<file path="src/rtl/sum_accumulator.sv">
// Accumulates a valid/ready stream of adder sums into block totals of COUNT samples (or until flush).
// Optional build macro SUM_ACC_SATURATE_EN: clamp the total at 2^ACC_W-1 instead of wrapping.
module sum_accumulator #(
    parameter int unsigned SUM_W = 3,
    parameter int unsigned ACC_W = 8,
    parameter int unsigned COUNT = 4,
    parameter int unsigned CNT_W = $clog2(COUNT + 1)
) (
    input  logic             clk,
    input  logic             rst,
    input  logic             in_valid,
    output logic             in_ready,
    input  logic [SUM_W-1:0] sum_in,
    input  logic             flush,
    output logic             out_valid,
    input  logic             out_ready,
    output logic [ACC_W-1:0] out_data,
    output logic [CNT_W-1:0] out_count,
    output logic             out_ovf
);

    localparam int unsigned EXT_W = ACC_W + 1;

    typedef enum logic {
        ST_ACCUM = 1'b0,
        ST_HOLD  = 1'b1
    } state_e;

    state_e           state_q, state_d;
    logic [ACC_W-1:0] acc_q, acc_d;
    logic [CNT_W-1:0] cnt_q, cnt_d;
    logic             ovf_q, ovf_d;
    logic [ACC_W-1:0] res_data_q, res_data_d;
    logic [CNT_W-1:0] res_count_q, res_count_d;
    logic             res_ovf_q, res_ovf_d;

    logic             in_ready_c;
    logic             accept_c;
    logic [EXT_W-1:0] sum_ext_c;
    logic             carry_c;
    logic [ACC_W-1:0] acc_add_c;
    logic [CNT_W-1:0] cnt_inc_c;
    logic             ovf_add_c;

    assign in_ready_c = (state_q == ST_ACCUM) && !rst;
    assign accept_c   = in_valid && in_ready_c;

    // Post-add values for the sample offered this cycle
    always_comb begin
        sum_ext_c = {1'b0, acc_q} + EXT_W'(sum_in);
        carry_c   = sum_ext_c[ACC_W];
        ovf_add_c = ovf_q || carry_c;
        cnt_inc_c = cnt_q + CNT_W'(1);
`ifdef SUM_ACC_SATURATE_EN
        acc_add_c = ovf_add_c ? {ACC_W{1'b1}} : sum_ext_c[ACC_W-1:0];
`else
        acc_add_c = sum_ext_c[ACC_W-1:0];
`endif
    end

    // Next-state: accumulate in ACCUM, hold the result until the output handshake
    always_comb begin
        state_d     = state_q;
        acc_d       = acc_q;
        cnt_d       = cnt_q;
        ovf_d       = ovf_q;
        res_data_d  = res_data_q;
        res_count_d = res_count_q;
        res_ovf_d   = res_ovf_q;

        case (state_q)
            ST_ACCUM: begin
                if (accept_c) begin
                    acc_d = acc_add_c;
                    cnt_d = cnt_inc_c;
                    ovf_d = ovf_add_c;
                end
                if ((accept_c && (cnt_q == CNT_W'(COUNT - 1))) ||
                    (flush && ((cnt_q != '0) || accept_c))) begin
                    state_d     = ST_HOLD;
                    res_data_d  = acc_d;
                    res_count_d = cnt_d;
                    res_ovf_d   = ovf_d;
                end
            end
            ST_HOLD: begin
                if (out_ready) begin
                    state_d = ST_ACCUM;
                    acc_d   = '0;
                    cnt_d   = '0;
                    ovf_d   = 1'b0;
                end
            end
            default: state_d = ST_ACCUM;
        endcase
    end

    always_ff @(posedge clk) begin
        if (rst) begin
            state_q     <= ST_ACCUM;
            acc_q       <= '0;
            cnt_q       <= '0;
            ovf_q       <= 1'b0;
            res_data_q  <= '0;
            res_count_q <= '0;
            res_ovf_q   <= 1'b0;
        end else begin
            state_q     <= state_d;
            acc_q       <= acc_d;
            cnt_q       <= cnt_d;
            ovf_q       <= ovf_d;
            res_data_q  <= res_data_d;
            res_count_q <= res_count_d;
            res_ovf_q   <= res_ovf_d;
        end
    end

    assign in_ready  = in_ready_c;
    assign out_valid = (state_q == ST_HOLD);
    assign out_data  = res_data_q;
    assign out_count = res_count_q;
    assign out_ovf   = res_ovf_q;

endmodule

</file>
<file path="config.mk">
export PLATFORM = sky130hd
export DESIGN_NAME = sum_accumulator
export DESIGN_NICKNAME = d
export VERILOG_FILES = /design/src/rtl/sum_accumulator.sv
export SDC_FILE = /design/constraint.sdc
export NUM_CORES = 1
export LEC_CHECK = 0
export BUFFER_PORTS_ARGS = -buffer_cell sky130_fd_sc_hd__buf_2
export CAP_MARGIN = 20
export CORE_ASPECT_RATIO = 0.8
export CORE_MARGIN = 5
export CORE_UTILIZATION = 36
export CTS_BUF_LIST = sky130_fd_sc_hd__clkbuf_8
export CTS_CLUSTER_SIZE = 10
export DETAILED_ROUTE_END_ITERATION = 8
export GPL_TIMING_DRIVEN = 0
export PLACE_DENSITY = 0.57
export SYNTH_ARGS = -nofsm -noshare
export SYNTH_HDL_FRONTEND = slang
export SYNTH_SLANG_ARGS = --single-unit
</file>
<file path="constraint.sdc">
create_clock -name clk -period 2.3 [get_ports clk]
set_input_delay 0.69 -clock clk [delete_from_list [all_inputs] [get_ports clk]]
set_output_delay 0.69 -clock clk [all_outputs]
set_load 0.01 [all_outputs]
</file>
==> out/results.ini <==
[logic_synthesis]
ys_seq_area_frac=0.3876
yosys.cell_count.top_type=dfxtp_1
avgSynthCellArea_um2=8.905
synth_top_area_frac=0.3876
synth_area_leaders=dfxtp_1, nor2_1, ha_1
synth_commonest_cells=dfxtp_1, nor2_1, nand2_1
syn_area_um2=1291
synth_ff_type=dfxtp_1
ys_ff_latch=25
yosysTopAreaCell=dfxtp_1
ys_types=41
synthCells=145
synth_edf_count=0
synth_nets=160
yosysWarnings=0
postSynth.asyncResetShare=0

[critical_path]
cp-start-kind=input pin
cpPeakStageDelay_ns=0.41
slowest_stage=clkbuf_1
r2r_slack_ns=0.37
path_delay_family=buffers and inverters
path_max_fanout=10
worstSetupPathType=input pin to output pin
path_buf_inv=3
critPathArrivalTime_ns=1.47
worstSetupEndpointType=output pin
crit_chain=buf_6 -> clkbuf_1 -> nor2_1 -> buf_2
worstPathRequired_ns=1.61

[clock_network]
cts_buffers=3
path_clk_slew_ns=0.08
cts_max_level=1
ctsHoldBuffers=0
cts_tree=built
clk_latency_ns=0.27
post_cts_buffers=0
cts_buffer_depth=2
clock-root-buffer=clkbuf_8
clock_sinks=25
cts_resized=0

[sta]
maxSlewHeadroom=0.6018
fin_skew_ns=0.006971
fmaxAchievable_mhz=461.9
tightest_slew_ns=0.5910
slew_viol_final=0
period_share=0.9413
setup_violations=0
min_period_ns=2.165
rsz0062_at_grt=no
finalHoldViolCount=0
timing.hold.ws_ns=0.4694

[drt]
post_drt_wl_per_cell_um=15.84
viasPerCell=5.545
post-route-drc-count=0
drt_pass1_iterations=6
vias=1170
routed_wl_um=3342
drt_iter0_markers=56
ant_nets=0

[final_layout]
num-nets-final=185
final_cell_area_um2=1489
antennaDiodeCount=0
area_delta_synth_final_pct=15.31
drive_above_1_share=0.2189

[placed_design]
hpwlAfterDp_um=2438
gp_congestion=0.8133
io_buffers=20
dpl-instance-area_um2=1444

[power_and_ir_drop]
switching_share=0.2980
power.density_nw_per_um2=634.0
switchingPower_mw=0.2813
p_seq_frac=0.509
internal-power_mw=0.6626
ir_drop_mv=0.3950
clockPowerShare=0.273
leakagePower_nw=0.6342
combPwrFrac=0.218

[grt]
grt_overflow=0
grt_max_degree=14
grt_pass1_wl_um=5664
track_usage=0.1413
antenna_found_initial=0
grt_pass1_vias=1218

[floorplanning]
fp.dieH_um=63.57
row_count=19
die_w_um=76.96
die_area_um2=4892
coreArea_um2=3447
initial_core_util=0.3746
io_pins=22

[status]
status=complete, no violations

[worst_hold_path]
hold_path_class=flip-flop to flip-flop

[job]
maxCapViolations=0

-- cells in the final DEF, fill, tap and decap left out, drive strengths merged, types with 3 or more instances in the layout --
master  instances
a21oi           9
a211oi          3
nand2          12
a31oi           4
ha              6
a21o            4
o21ai           4
nand2b          5
nor2           21
buf            24
dfxtp          25
a311oi          7
inv             7
clkbuf          6
-- through the flow --
stage                     power, mW  setup WS [ns]  utilization  TNS (ns)  std cells
after floorplan              0.6254         0.1510            -         0        145
final                        0.9440         0.1350       0.4319         0        211
after CTS                    0.9574         0.1426       0.4319         0        211
after global routing          1.005        0.08444       0.4319         0        211
after global placement       0.6892       -0.04752       0.4189  -0.04752        207
after detailed placement     0.6966       -0.09306       0.4189   -0.1255        207
-- layout make-up --
class | count | area [um^2]
Fill cell | 351 | 1958
Sequential cell | 25 | 500.5
Multi-Input combinational cell | 107 | 721.9
Timing Repair Buffer | 20 | 100.1
Inverter | 6 | 22.52
Buffer | 7 | 46.29
Clock buffer | 3 | 41.29
Tap cell | 42 | 52.55
Clock inverter | 1 | 3.754
-- state kept, by name (all words and copies together), names as in the netlist --
| signal | count |
|---|---|
| ovf_q | 1 |
| cnt_q | 3 |
| out_count | 3 |
| out_data | 8 |
| acc_q | 8 |
| out_valid | 1 |
| out_ovf | 1 |
-- worst reg2reg max path: stages (launching register included) --
cell and delay [ns]:
dfxtp_1 0.34, ha_1 0.21, fa_1 0.43, a21o_1 0.23, and3_1 0.23, or2_2 0.28
a31oi_1 0.15
-- worst paths after layout --
| check | start | end | cells past startpoint |
|---|---|---|---|
| max | rst | in_ready | 4 |
| min | out_count[2] | out_count[2] | 2 |
| max reg2reg | acc_q[0] | acc_q[4] | 6 |
| min reg2reg | out_count[2] | out_count[2] | 2 |
-- power groups by stage --
stage / combinational, mW / clock [mW] / sequential [mW]
final: 0.206 / 0.257 / 0.481
after global routing: 0.230 / 0.289 / 0.486
after CTS: 0.208 / 0.269 / 0.481
after detailed placement: 0.206 / 0 / 0.491
after global placement: 0.200 / 0 / 0.489
after floorplan: 0.127 / 0 / 0.498
-- metal layers --
layer  up-vias  routed length (um)  track usage
met3         4                 175      0.04416
met1       560                1615       0.1914
met2        33                1509       0.2161
met5         -                   0            0
met4         0                  42      0.03712
li1        573                   -            -
-- kinds of logic (layout without fill, tap and decap cells) --
family | after synthesis | in the layout | synth area share
xor gates and xnor gates | 2 | 2 | 0.01357
DFF | 25 | 25 | 0.3876
adders and majority gates | 7 | 7 | 0.07364
muxes | 2 | 2 | 0.01550
AOI/OAI and AO/OA | 41 | 41 | 0.2306
and+or+nand+nor | 55 | 55 | 0.2258
buffers and inverters | 13 | 37 | 0.05329
No activity file was read; power rests on OpenSTA's default activity.
